--- src/rtl/hazard_tracker_if.sv ---
// Bundle of decode-stage hazard inputs and the stall/forward controls returned to the pipeline.
interface hazard_tracker_if #(
    parameter int AW = 5,
    parameter int TW = 4
);
    logic [AW-1:0] HZT_i_RsD;
    logic [AW-1:0] HZT_i_RtD;
    logic [TW-1:0] HZT_i_TuseRsD;
    logic [TW-1:0] HZT_i_TuseRtD;
    logic [AW-1:0] HZT_i_RegWAddrD;
    logic [TW-1:0] HZT_i_TnewD;
    logic [1:0]    HZT_i_MdStartD;
    logic          HZT_i_MdUseD;
    logic          HZT_o_Stall;
    logic [1:0]    HZT_o_FwdRsD;
    logic [1:0]    HZT_o_FwdRtD;
    logic [1:0]    HZT_o_FwdRsE;
    logic [1:0]    HZT_o_FwdRtE;
    logic [1:0]    HZT_o_FwdRtM;
    logic          HZT_o_MdBusy;

    modport master (
        output HZT_i_RsD, HZT_i_RtD, HZT_i_TuseRsD, HZT_i_TuseRtD,
               HZT_i_RegWAddrD, HZT_i_TnewD, HZT_i_MdStartD, HZT_i_MdUseD,
        input  HZT_o_Stall, HZT_o_FwdRsD, HZT_o_FwdRtD, HZT_o_FwdRsE,
               HZT_o_FwdRtE, HZT_o_FwdRtM, HZT_o_MdBusy
    );

    modport slave (
        input  HZT_i_RsD, HZT_i_RtD, HZT_i_TuseRsD, HZT_i_TuseRtD,
               HZT_i_RegWAddrD, HZT_i_TnewD, HZT_i_MdStartD, HZT_i_MdUseD,
        output HZT_o_Stall, HZT_o_FwdRsD, HZT_o_FwdRtD, HZT_o_FwdRsE,
               HZT_o_FwdRtE, HZT_o_FwdRtM, HZT_o_MdBusy
    );
endinterface

--- src/rtl/hazard_tracker.sv ---
// Tuse/Tnew hazard unit: shadows in-flight producers in E/M/W, drives the D stall,
// the D/E/M forwarding selects and the HI/LO multiply/divide busy counter.
module hazard_tracker #(
    parameter int                AW         = 5,
    parameter int                TW         = 4,
    parameter logic [TW-1:0]     TUSE_NEVER = {TW{1'b1}},
    parameter int                MUL_LAT    = 5,
    parameter int                DIV_LAT    = 10,
    parameter int                CW         = 4
) (
    input  logic             HZT_i_Clk,
    input  logic             HZT_i_Rst_n,
    hazard_tracker_if.slave  hzt
);

    logic [AW-1:0] r_addrE, r_rsE, r_rtE;
    logic [TW-1:0] r_tnewE;
    logic [1:0]    r_mdE;
    logic [AW-1:0] r_addrM, r_rtM;
    logic [TW-1:0] r_tnewM;
    logic [AW-1:0] r_addrW;
    logic [TW-1:0] r_tnewW;
    logic [CW-1:0] r_mdCnt;

    logic [AW-1:0] w_srcD  [2];
    logic [TW-1:0] w_tuseD [2];
    logic [AW-1:0] w_srcE  [2];
    logic [1:0]    w_fwdD  [2];
    logic [1:0]    w_fwdE  [2];
    logic [1:0]    w_hazD;
    logic [1:0]    w_fwdRtM;
    logic          w_mdBusy;
    logic          w_stall;

    function automatic logic [TW-1:0] f_satDec(input logic [TW-1:0] v);
        return (v == '0) ? '0 : v - TW'(1);
    endfunction

    assign w_srcD[0]  = hzt.HZT_i_RsD;
    assign w_srcD[1]  = hzt.HZT_i_RtD;
    assign w_tuseD[0] = hzt.HZT_i_TuseRsD;
    assign w_tuseD[1] = hzt.HZT_i_TuseRtD;
    assign w_srcE[0]  = r_rsE;
    assign w_srcE[1]  = r_rtE;

    // Only the nearest matching stage is consulted; an older producer is shadowed by a younger one.
    always_comb begin
        for (int i = 0; i < 2; i++) begin
            w_hazD[i] = 1'b0;
            w_fwdD[i] = 2'b00;
            if (w_srcD[i] != '0) begin
                if (w_srcD[i] == r_addrE) begin
                    w_hazD[i] = (w_tuseD[i] != TUSE_NEVER) && (r_tnewE > w_tuseD[i]);
                    w_fwdD[i] = (r_tnewE == '0) ? 2'b01 : 2'b00;
                end else if (w_srcD[i] == r_addrM) begin
                    w_hazD[i] = (w_tuseD[i] != TUSE_NEVER) && (r_tnewM > w_tuseD[i]);
                    w_fwdD[i] = (r_tnewM == '0) ? 2'b10 : 2'b00;
                end else if (w_srcD[i] == r_addrW) begin
                    w_hazD[i] = (w_tuseD[i] != TUSE_NEVER) && (r_tnewW > w_tuseD[i]);
                    w_fwdD[i] = (r_tnewW == '0) ? 2'b11 : 2'b00;
                end
            end
        end
    end

    always_comb begin
        for (int i = 0; i < 2; i++) begin
            w_fwdE[i] = 2'b00;
            if (w_srcE[i] != '0) begin
                if (w_srcE[i] == r_addrM) begin
                    w_fwdE[i] = (r_tnewM == '0) ? 2'b10 : 2'b00;
                end else if (w_srcE[i] == r_addrW && r_tnewW == '0) begin
                    w_fwdE[i] = 2'b11;
                end
            end
        end
        w_fwdRtM = ((r_rtM != '0) && (r_rtM == r_addrW) && (r_tnewW == '0)) ? 2'b11 : 2'b00;
    end

    assign w_mdBusy = (r_mdCnt != '0) || (r_mdE != 2'b00);
    assign w_stall  = (|w_hazD) || (hzt.HZT_i_MdUseD && w_mdBusy);

    assign hzt.HZT_o_Stall  = w_stall;
    assign hzt.HZT_o_FwdRsD = w_fwdD[0];
    assign hzt.HZT_o_FwdRtD = w_fwdD[1];
    assign hzt.HZT_o_FwdRsE = w_fwdE[0];
    assign hzt.HZT_o_FwdRtE = w_fwdE[1];
    assign hzt.HZT_o_FwdRtM = w_fwdRtM;
    assign hzt.HZT_o_MdBusy = w_mdBusy;

    // A stalled D instruction leaves a bubble in E while older producers keep draining.
    always_ff @(posedge HZT_i_Clk or negedge HZT_i_Rst_n) begin
        if (!HZT_i_Rst_n) begin
            r_addrE <= '0;
            r_tnewE <= '0;
            r_rsE   <= '0;
            r_rtE   <= '0;
            r_mdE   <= 2'b00;
            r_addrM <= '0;
            r_tnewM <= '0;
            r_rtM   <= '0;
            r_addrW <= '0;
            r_tnewW <= '0;
        end else begin
            if (w_stall) begin
                r_addrE <= '0;
                r_tnewE <= '0;
                r_rsE   <= '0;
                r_rtE   <= '0;
                r_mdE   <= 2'b00;
            end else begin
                r_addrE <= hzt.HZT_i_RegWAddrD;
                r_tnewE <= f_satDec(hzt.HZT_i_TnewD);
                r_rsE   <= hzt.HZT_i_RsD;
                r_rtE   <= hzt.HZT_i_RtD;
                r_mdE   <= hzt.HZT_i_MdStartD;
            end
            r_addrM <= r_addrE;
            r_tnewM <= f_satDec(r_tnewE);
            r_rtM   <= r_rtE;
            r_addrW <= r_addrM;
            r_tnewW <= f_satDec(r_tnewM);
        end
    end

    // The start in E reloads unconditionally, so a premature second start restarts the count.
    always_ff @(posedge HZT_i_Clk or negedge HZT_i_Rst_n) begin
        if (!HZT_i_Rst_n) begin
            r_mdCnt <= '0;
        end else begin
            case (r_mdE)
                2'b01:   r_mdCnt <= CW'(MUL_LAT);
                2'b10:   r_mdCnt <= CW'(DIV_LAT);
                default: if (r_mdCnt != '0) r_mdCnt <= r_mdCnt - CW'(1);
            endcase
        end
    end

endmodule

--- src/flat_wrapper.sv ---
// flat-port wrapper written by rule: the top's interface ports become plain ports
module hazard_tracker_flat 
#(
    parameter int                AW         = 5,
    parameter int                TW         = 4,
    parameter logic [TW-1:0]     TUSE_NEVER = {TW{1'b1}},
    parameter int                MUL_LAT    = 5,
    parameter int                DIV_LAT    = 10,
    parameter int                CW         = 4
)
  (HZT_i_Clk, HZT_i_Rst_n, hzt_HZT_i_RsD, hzt_HZT_i_RtD, hzt_HZT_i_TuseRsD, hzt_HZT_i_TuseRtD, hzt_HZT_i_RegWAddrD, hzt_HZT_i_TnewD, hzt_HZT_i_MdStartD, hzt_HZT_i_MdUseD, hzt_HZT_o_Stall, hzt_HZT_o_FwdRsD, hzt_HZT_o_FwdRtD, hzt_HZT_o_FwdRsE, hzt_HZT_o_FwdRtE, hzt_HZT_o_FwdRtM, hzt_HZT_o_MdBusy);
  hazard_tracker_if #(.AW(AW), .TW(TW)) hzt_i ();
  input  logic HZT_i_Clk;
  input  logic HZT_i_Rst_n;
  input wire logic [$bits(hzt_i.HZT_i_RsD)-1:0] hzt_HZT_i_RsD;
  input wire logic [$bits(hzt_i.HZT_i_RtD)-1:0] hzt_HZT_i_RtD;
  input wire logic [$bits(hzt_i.HZT_i_TuseRsD)-1:0] hzt_HZT_i_TuseRsD;
  input wire logic [$bits(hzt_i.HZT_i_TuseRtD)-1:0] hzt_HZT_i_TuseRtD;
  input wire logic [$bits(hzt_i.HZT_i_RegWAddrD)-1:0] hzt_HZT_i_RegWAddrD;
  input wire logic [$bits(hzt_i.HZT_i_TnewD)-1:0] hzt_HZT_i_TnewD;
  input wire logic [$bits(hzt_i.HZT_i_MdStartD)-1:0] hzt_HZT_i_MdStartD;
  input wire logic [$bits(hzt_i.HZT_i_MdUseD)-1:0] hzt_HZT_i_MdUseD;
  output wire logic [$bits(hzt_i.HZT_o_Stall)-1:0] hzt_HZT_o_Stall;
  output wire logic [$bits(hzt_i.HZT_o_FwdRsD)-1:0] hzt_HZT_o_FwdRsD;
  output wire logic [$bits(hzt_i.HZT_o_FwdRtD)-1:0] hzt_HZT_o_FwdRtD;
  output wire logic [$bits(hzt_i.HZT_o_FwdRsE)-1:0] hzt_HZT_o_FwdRsE;
  output wire logic [$bits(hzt_i.HZT_o_FwdRtE)-1:0] hzt_HZT_o_FwdRtE;
  output wire logic [$bits(hzt_i.HZT_o_FwdRtM)-1:0] hzt_HZT_o_FwdRtM;
  output wire logic [$bits(hzt_i.HZT_o_MdBusy)-1:0] hzt_HZT_o_MdBusy;
  assign hzt_i.HZT_i_RsD = hzt_HZT_i_RsD;
  assign hzt_i.HZT_i_RtD = hzt_HZT_i_RtD;
  assign hzt_i.HZT_i_TuseRsD = hzt_HZT_i_TuseRsD;
  assign hzt_i.HZT_i_TuseRtD = hzt_HZT_i_TuseRtD;
  assign hzt_i.HZT_i_RegWAddrD = hzt_HZT_i_RegWAddrD;
  assign hzt_i.HZT_i_TnewD = hzt_HZT_i_TnewD;
  assign hzt_i.HZT_i_MdStartD = hzt_HZT_i_MdStartD;
  assign hzt_i.HZT_i_MdUseD = hzt_HZT_i_MdUseD;
  assign hzt_HZT_o_Stall = hzt_i.HZT_o_Stall;
  assign hzt_HZT_o_FwdRsD = hzt_i.HZT_o_FwdRsD;
  assign hzt_HZT_o_FwdRtD = hzt_i.HZT_o_FwdRtD;
  assign hzt_HZT_o_FwdRsE = hzt_i.HZT_o_FwdRsE;
  assign hzt_HZT_o_FwdRtE = hzt_i.HZT_o_FwdRtE;
  assign hzt_HZT_o_FwdRtM = hzt_i.HZT_o_FwdRtM;
  assign hzt_HZT_o_MdBusy = hzt_i.HZT_o_MdBusy;
  hazard_tracker #(.AW(AW), .TW(TW), .TUSE_NEVER(TUSE_NEVER), .MUL_LAT(MUL_LAT), .DIV_LAT(DIV_LAT), .CW(CW)) u_core (.HZT_i_Clk(HZT_i_Clk), .HZT_i_Rst_n(HZT_i_Rst_n), .hzt(hzt_i));
endmodule
--- config.mk ---
export PLATFORM = sky130hd
export DESIGN_NAME = hazard_tracker_flat
export DESIGN_NICKNAME = d
export VERILOG_FILES = /design/src/rtl/hazard_tracker_if.sv /design/src/rtl/hazard_tracker.sv /design/src/flat_wrapper.sv
export SDC_FILE = /design/constraint.sdc
export NUM_CORES = 1
export LEC_CHECK = 0
export BUFFER_PORTS_ARGS = -buffer_cell sky130_fd_sc_hd__clkbuf_2
export CAP_MARGIN = 10
export CELL_PAD_IN_SITES_DETAIL_PLACEMENT = 0
export CELL_PAD_IN_SITES_GLOBAL_PLACEMENT = 1
export CORE_MARGIN = 2
export CORE_UTILIZATION = 45
export DETAILED_ROUTE_END_ITERATION = 10
export MAX_ROUTING_LAYER = met4
export PLACE_DENSITY_LB_ADDON = 0.1
export SYNTH_ARGS = -nofsm -noshare
export SYNTH_HDL_FRONTEND = slang
export SYNTH_SLANG_ARGS = --single-unit
--- constraint.sdc ---
create_clock -name HZT_i_Clk -period 2.56 [get_ports HZT_i_Clk]
set_input_delay 0.256 -clock HZT_i_Clk [delete_from_list [all_inputs] [get_ports HZT_i_Clk]]
set_output_delay 0.256 -clock HZT_i_Clk [all_outputs]
set_load 0.01 [all_outputs]
==> impl_metrics.env, run 1 <==
export IMPL_grt_use_total_pct=21.3
export IMPL_ant_nets=0
export IMPL_p_sw_share_pct=38.9
export IMPL_fin_tns_setup_ns=0
export IMPL_power_frac_seq_pct=40.6
export IMPL_cp_start_kind="register"
export IMPL_netlist_instances=323
export IMPL_final_fill_count=688
export IMPL_critical_path_depth=8
export IMPL_slew_violations=0
export IMPL_post_dp_cell_area_sq_um=3640
export IMPL_cts_htree_levels=2
export IMPL_drtIter0Drc=124
export IMPL_gp_congestion=0.852
export IMPL_synth_cell_types=42
export IMPL_path_class="reg -> out"
export IMPL_wl_per_cell_microns=15.8
export IMPL_hold_path_startpoint="hzt_HZT_i_TnewD[0]"
export IMPL_cap_viol_max_count=0
export IMPL_required_ns=2.30
export IMPL_grt_ovfl_total=0
export IMPL_rows=31
export IMPL_wl_mm=7.59
export IMPL_synth_edf_count=0
export IMPL_skew_ns=0.00850
export IMPL_synthFlopType="dfrtp_1"
export IMPL_start_util_pct=45.8
export IMPL_first_pass_iters=4
export IMPL_final_area_sq_um=3780
export IMPL_cp_top_family="compound AO/OA/AOI/OAI gates"
export IMPL_r2r_start="u_core.r_tnewE[1]"
export IMPL_drc_errors=0
export IMPL_synth_area_sq_um=3270
export IMPL_tightestPinTransition_ns=0.571
export IMPL_via_per_inst=5.16
export IMPL_io_pins=44
export IMPL_switchingPower_uw=1100
export IMPL_clock_root_buffer="clkbuf_8"
export IMPL_outcome="finished clean"
export IMPL_crit_path_top_delay_cell="dfrtp_1"
export IMPL_synth_top_area_share_pct=36.7
export IMPL_relSlewSlack_pct=61.6
export IMPL_grt_pass1_vias=2418
export IMPL_critical_path_arrival_ns=2.13
export IMPL_internal_power_uw=1740
export IMPL_min_delay_path_depth=2
export IMPL_setup_ws_ns=0.173
export IMPL_leakagePower_uw=0.00179
export IMPL_cts_sinks=48
export IMPL_dieArea_sq_um=7970
export IMPL_grt_max_degree=30
export IMPL_synthTopCellsByArea="dfrtp_1 (37%), ha_1 (12%), xnor2_1 (9.4%)"
export IMPL_worst_hold_path_endpoint="u_core.r_tnewE[0]"
export IMPL_synth_seq_cells=48
export IMPL_synth_avg_cell_area_sq_um=10.1
export IMPL_die_w_microns=89.3
export IMPL_synth_top_area_cell="dfrtp_1"
export IMPL_antenna_cells=0
export IMPL_whs_ns=0.154
export IMPL_hold_viol=0
export IMPL_area_growth_pct=15.6
export IMPL_setup_viol=0
export IMPL_min_period_ns=2.39
export IMPL_crit_buf_inv=1
export IMPL_crit_path_end_kind="primary output"
export IMPL_crit_chain="ha_1 -> nor2b_1 -> o211ai_1 -> a21oi_1 -> a22oi_1 -> a21oi_2 -> or2_1 -> clkbuf_2"
export IMPL_period_share_pct=93.2
export IMPL_antenna_found_initial=0
export IMPL_numCtsBuffers=5
export IMPL_seq_area_frac_synth_pct=36.7
export IMPL_async_reset_ff_share_pct=100
export IMPL_final_layout_size_suffix_gt1_share_pct=26.3
export IMPL_portBuffers=43
export IMPL_layout_common_cells="dfrtp_1 (45), clkbuf_2 (43), xnor2_1 (35)"
export IMPL_syn_nets=386
export IMPL_core_sq_um=7140
export IMPL_nNetsFinal=442
export IMPL_combPwrFrac_pct=42.3
export IMPL_vdd_drop_max_mv=0.342
export IMPL_layout_commonest_cell="dfrtp_1"
export IMPL_grt_pass1_wl_mm=12.5
export IMPL_crit_path_max_fanout=3
export IMPL_clkTransAtPathRegs_ns=0.10
export IMPL_hp_class="in -> reg"
export IMPL_rrSetupSlack_ns=0.36
export IMPL_place_ws_ns=0.316
export IMPL_fmax_mhz=419
export IMPL_finalPower_uw=2840
export IMPL_r2r_cells=9
export IMPL_cts_tree="built"
export IMPL_post_dp_hpwl_mm=5.88
export IMPL_clock_latency_ns=0.30
export IMPL_cp_slowest_stage_delay_ns=0.42
export IMPL_num_vias=2471
export IMPL_power_density_nw_per_um2=751
export IMPL_clkPwrFrac_pct=17.1
export IMPL_cts_buffer_depth=2
export IMPL_yosysWarnings=0
export IMPL_rr_endpoint="u_core.r_tnewE[0]"
export IMPL_die_h_microns=89.3
==> registers in the layout, summed over array words and instances, names as in the netlist <==
signal	cells
u_core.r_addrE	5
u_core.r_addrM	5
u_core.r_addrW	5
u_core.r_rsE	5
u_core.r_rtE	5
u_core.r_rtM	5
u_core.r_mdCnt	4
u_core.r_tnewE	4
u_core.r_tnewM	4
u_core.r_tnewW	4
u_core.r_mdE	2
==> synthesized netlist by cell type (2+ instances only) <==
cell       n
nand4_1    9
mux2_2     2
nand3_1    9
a211oi_1   3
o211ai_1   5
o21ai_0    5
buf_6      2
buf_2      4
xnor2_1   35
dfrtp_1   48
nor3_1    15
a21oi_1   20
or3_1      2
nor2_1    14
nor4_1     6
mux2i_1    3
nor2b_1    7
a31o_2     2
nand2_1   20
clkbuf_1   3
ha_1      31
nor3b_2   18
inv_1     18
and2_1     2
o31a_1     2
xor2_1    21
nor3_2     2
==> power groups by stage <==
| stage | clock, uW | sequential (uW) | combinational (uW) |
|---|---|---|---|
| 3_5_place_dp | 0 | 1160 | 1170 |
| 5_1_grt | 534 | 1180 | 1360 |
| 3_3_place_gp | 0 | 1160 | 1150 |
| 6_report | 487 | 1150 | 1200 |
| 4_1_cts | 500 | 1150 | 1180 |
| 2_1_floorplan | 0 | 1090 | 874 |
==> metrics by stage <==
step / instances / utilization, %
after floorplan: 323 / -
after global placement: 467 / 51.0
after detailed placement: 467 / 51.0
after CTS: 476 / 52.5
after global routing: 479 / 53.0
final: 479 / 53.0
==> logic make-up (layout without fill, tap and decap cells) <==
| logic type | after synthesis | in the layout | synth area share, % |
|---|---|---|---|
| xor+xnor | 56 | 56 | 15.0 |
| mux | 5 | 5 | 1.61 |
| fa+ha+maj | 31 | 31 | 11.9 |
| simple gates | 112 | 112 | 22.3 |
| flops | 48 | 48 | 36.7 |
| buf+inv | 29 | 86 | 4.05 |
| compound gates | 42 | 42 | 8.42 |
==> area by class of cell <==
type | count | area [sq um] | share of cell area (%)
Multi-Input combinational cell | 246 | 1950 | 51.5
Sequential cell | 48 | 1200 | 31.9
Timing Repair Buffer | 59 | 338 | 8.93
Tap cell | 99 | 124 | 3.27
Clock buffer | 6 | 82.6 | 2.18
Inverter | 19 | 71.3 | 1.89
Clock inverter | 2 | 15.0 | 0.397
==> per-layer routing <==
layer,GRT usage [%],wire length (microns),up-vias
met5,-,0,-
met4,3.66,40,0
met3,3.32,234,4
met2,32.1,3520,44
met1,30.9,3790,1177
li1,-,-,1246
==> worst max-delay path by stage <==
| stage | start | end |
|---|---|---|
| after floorplan | u_core.r_mdCnt[0] | hzt_HZT_o_Stall |
| after global placement | hzt_HZT_i_RsD[1] | hzt_HZT_o_Stall |
| after detailed placement | hzt_HZT_i_RsD[1] | u_core.r_tnewE[0] |
| after CTS | u_core.r_mdCnt[0] | hzt_HZT_o_Stall |
| after global routing | u_core.r_mdCnt[0] | hzt_HZT_o_Stall |
| final | u_core.r_tnewW[1] | hzt_HZT_o_Stall |
==> what timing repair did <==
item	in CTS	in global routing
setup buffers	0	3
endpoints found under the hold margin	19	0
endpoints found under the setup margin	0	2
hold buffers	1	0
resized for setup	0	4
No activity file was read; power rests on OpenSTA's default activity.
==> run 2, diff against run 1 <==
- BUFFER_PORTS_ARGS: -buffer_cell sky130_fd_sc_hd__clkbuf_2 -> default
- CORE_UTILIZATION: 45 -> 50
- DONT_BUFFER_PORTS: default -> 1
- SKIP_LAST_GASP: default -> 1
==> impl_metrics.env, run 2 (synthesis results as in run 1) <==
export IMPL_hold_viol=0
export IMPL_drc_errors=0
export IMPL_skew_ns=0.00873
export IMPL_internal_power_uw=1860
export IMPL_post_dp_hpwl_mm=5.64
export IMPL_tightestPinTransition_ns=0.646
export IMPL_wl_per_cell_microns=17.8
export IMPL_p_sw_share_pct=36.0
export IMPL_die_h_microns=84.9
export IMPL_grt_use_total_pct=22.4
export IMPL_switchingPower_uw=1040
export IMPL_power_density_nw_per_um2=812
export IMPL_dieArea_sq_um=7200
export IMPL_grt_pass1_wl_mm=12.3
export IMPL_antenna_found_initial=0
export IMPL_grt_pass1_vias=2398
export IMPL_antenna_cells=0
export IMPL_gp_congestion=0.822
export IMPL_via_per_inst=5.72
export IMPL_crit_path_end_kind="primary output"
export IMPL_cts_buffer_depth=2
export IMPL_start_util_pct=51.5
export IMPL_rsz0062_at_grt="no"
export IMPL_relSlewSlack_pct=56.5
export IMPL_outcome="finished clean"
export IMPL_vdd_drop_max_mv=0.497
export IMPL_period_share_pct=92.4
export IMPL_grt_ovfl_total=0
export IMPL_finalPower_uw=2900
export IMPL_clock_root_buffer="clkbuf_8"
export IMPL_crit_path_max_fanout=5
export IMPL_cts_tree="built"
export IMPL_min_period_ns=2.36
export IMPL_hp_class="in -> reg"
export IMPL_num_vias=2344
export IMPL_power_frac_seq_pct=40.4
export IMPL_whs_ns=0.0234
export IMPL_io_pins=44
export IMPL_cts_sinks=48
export IMPL_clock_latency_ns=0.30
export IMPL_numCtsBuffers=5
export IMPL_die_w_microns=84.9
export IMPL_cp_start_kind="register"
export IMPL_combPwrFrac_pct=37.1
export IMPL_clkPwrFrac_pct=22.5
export IMPL_rows=29
export IMPL_first_pass_iters=4
export IMPL_portBuffers=0
export IMPL_nNetsFinal=395
export IMPL_post_cts_setup_buffers=0
export IMPL_slew_violations=0
export IMPL_critical_path_arrival_ns=2.11
export IMPL_required_ns=2.30
export IMPL_leakagePower_uw=0.00162
export IMPL_drtIter0Drc=91
export IMPL_clkTransAtPathRegs_ns=0.09
export IMPL_setup_viol=0
export IMPL_cap_viol_max_count=0
export IMPL_area_growth_pct=9.18
export IMPL_fmax_mhz=423
export IMPL_ant_nets=0
export IMPL_layout_commonest_cell="dfrtp_1"
export IMPL_layout_common_cells="dfrtp_1 (48), xnor2_1 (35), ha_1 (31)"
export IMPL_final_layout_size_suffix_gt1_share_pct=15.3
export IMPL_path_class="reg -> out"
export IMPL_cts_htree_levels=2
export IMPL_grt_max_degree=49
export IMPL_wl_mm=7.28
export IMPL_core_sq_um=6350
export IMPL_fin_tns_setup_ns=0
## run 2: changes by cell type in the layout (fill, tap and decap cells not counted), moves of 2 or more
cell | previous run | this run
clkbuf_2 | 43 | 0
buf_4 | 15 | 10
dfrtp_1 | 45 | 48
dfrtp_2 | 3 | 0
bufinv_16 | 0 | 2
clkinvlp_4 | 2 | 0
## run 2: what timing repair did
item,in CTS,in global routing
hold endpoints to repair,48,0
endpoints found under the setup margin,0,1
hold buffers,2,0
gates resized for setup,0,2
## run 2: path summary, 6_finish.rpt
kind | from | endpoint | slack (ns) | cells after the start
worst max register to register | u_core.r_addrM[4] | u_core.r_tnewE[0] | 0.47 | 7
worst min register to register | u_core.r_addrE[4] | u_core.r_addrM[4] | 0.45 | 0
min in group asynchronous | HZT_i_Rst_n | u_core.r_mdE[1] | 0.46 | 2
max in group asynchronous | HZT_i_Rst_n | u_core.r_tnewM[2] | 1.88 | 2
worst max-delay path | u_core.r_addrM[2] | hzt_HZT_o_Stall | 0.20 | 6
worst min-delay path | hzt_HZT_i_TnewD[0] | u_core.r_tnewE[0] | 0.02 | 1
## run 2: layout make-up
type / count / area [sq um]
Fill cell: 553 / 2780
Multi-Input combinational cell: 246 / 1950
Sequential cell: 48 / 1200
Timing Repair Buffer: 12 / 113
Tap cell: 77 / 96.3
Inverter: 19 / 71.3
Clock buffer: 5 / 68.8
Clock inverter: 3 / 68.8
## run 2: critical path, cell delays in order, from the launching register on
cell	delay, ns
dfrtp_1	0.52
xnor2_1	0.16
nand3_1	0.10
nor3_2	0.32
o2111ai_1	0.22
a41oi_2	0.29
or2_1	0.19
## run 2: metal layers
metal	vias up	share of wire, %	GRT usage (%)
met3	7	4.6	3.70
li1	1150	-	-
met1	1133	47	30.8
met5	-	0	-
met4	0	0.80	3.90
met2	54	48	35.7
## run 2: power groups by stage
stage          combinational [uW]  sequential [uW]  clock, uW
2_1_floorplan                 874             1090          0
5_1_grt                      1220             1200        700
3_5_place_dp                 1050             1180          0
6_report                     1080             1170        652
3_3_place_gp                 1030             1180          0
4_1_cts                      1080             1160        662
## run 2: stage by stage
| step | cell area [sq um] | util [%] | std cells | setup slack, ns |
|---|---|---|---|---|
| 3_5_place_dp | 3380 | 53.3 | 400 | 0.311 |
| 4_1_cts | 3560 | 56.1 | 410 | 0.0204 |
| 5_1_grt | 3570 | 56.2 | 410 | 0.0239 |
| 2_1_floorplan | 3270 | - | 323 | 0.610 |
| 6_report | 3570 | 56.2 | 410 | 0.195 |
| 3_3_place_gp | 3380 | 53.3 | 400 | 0.378 |
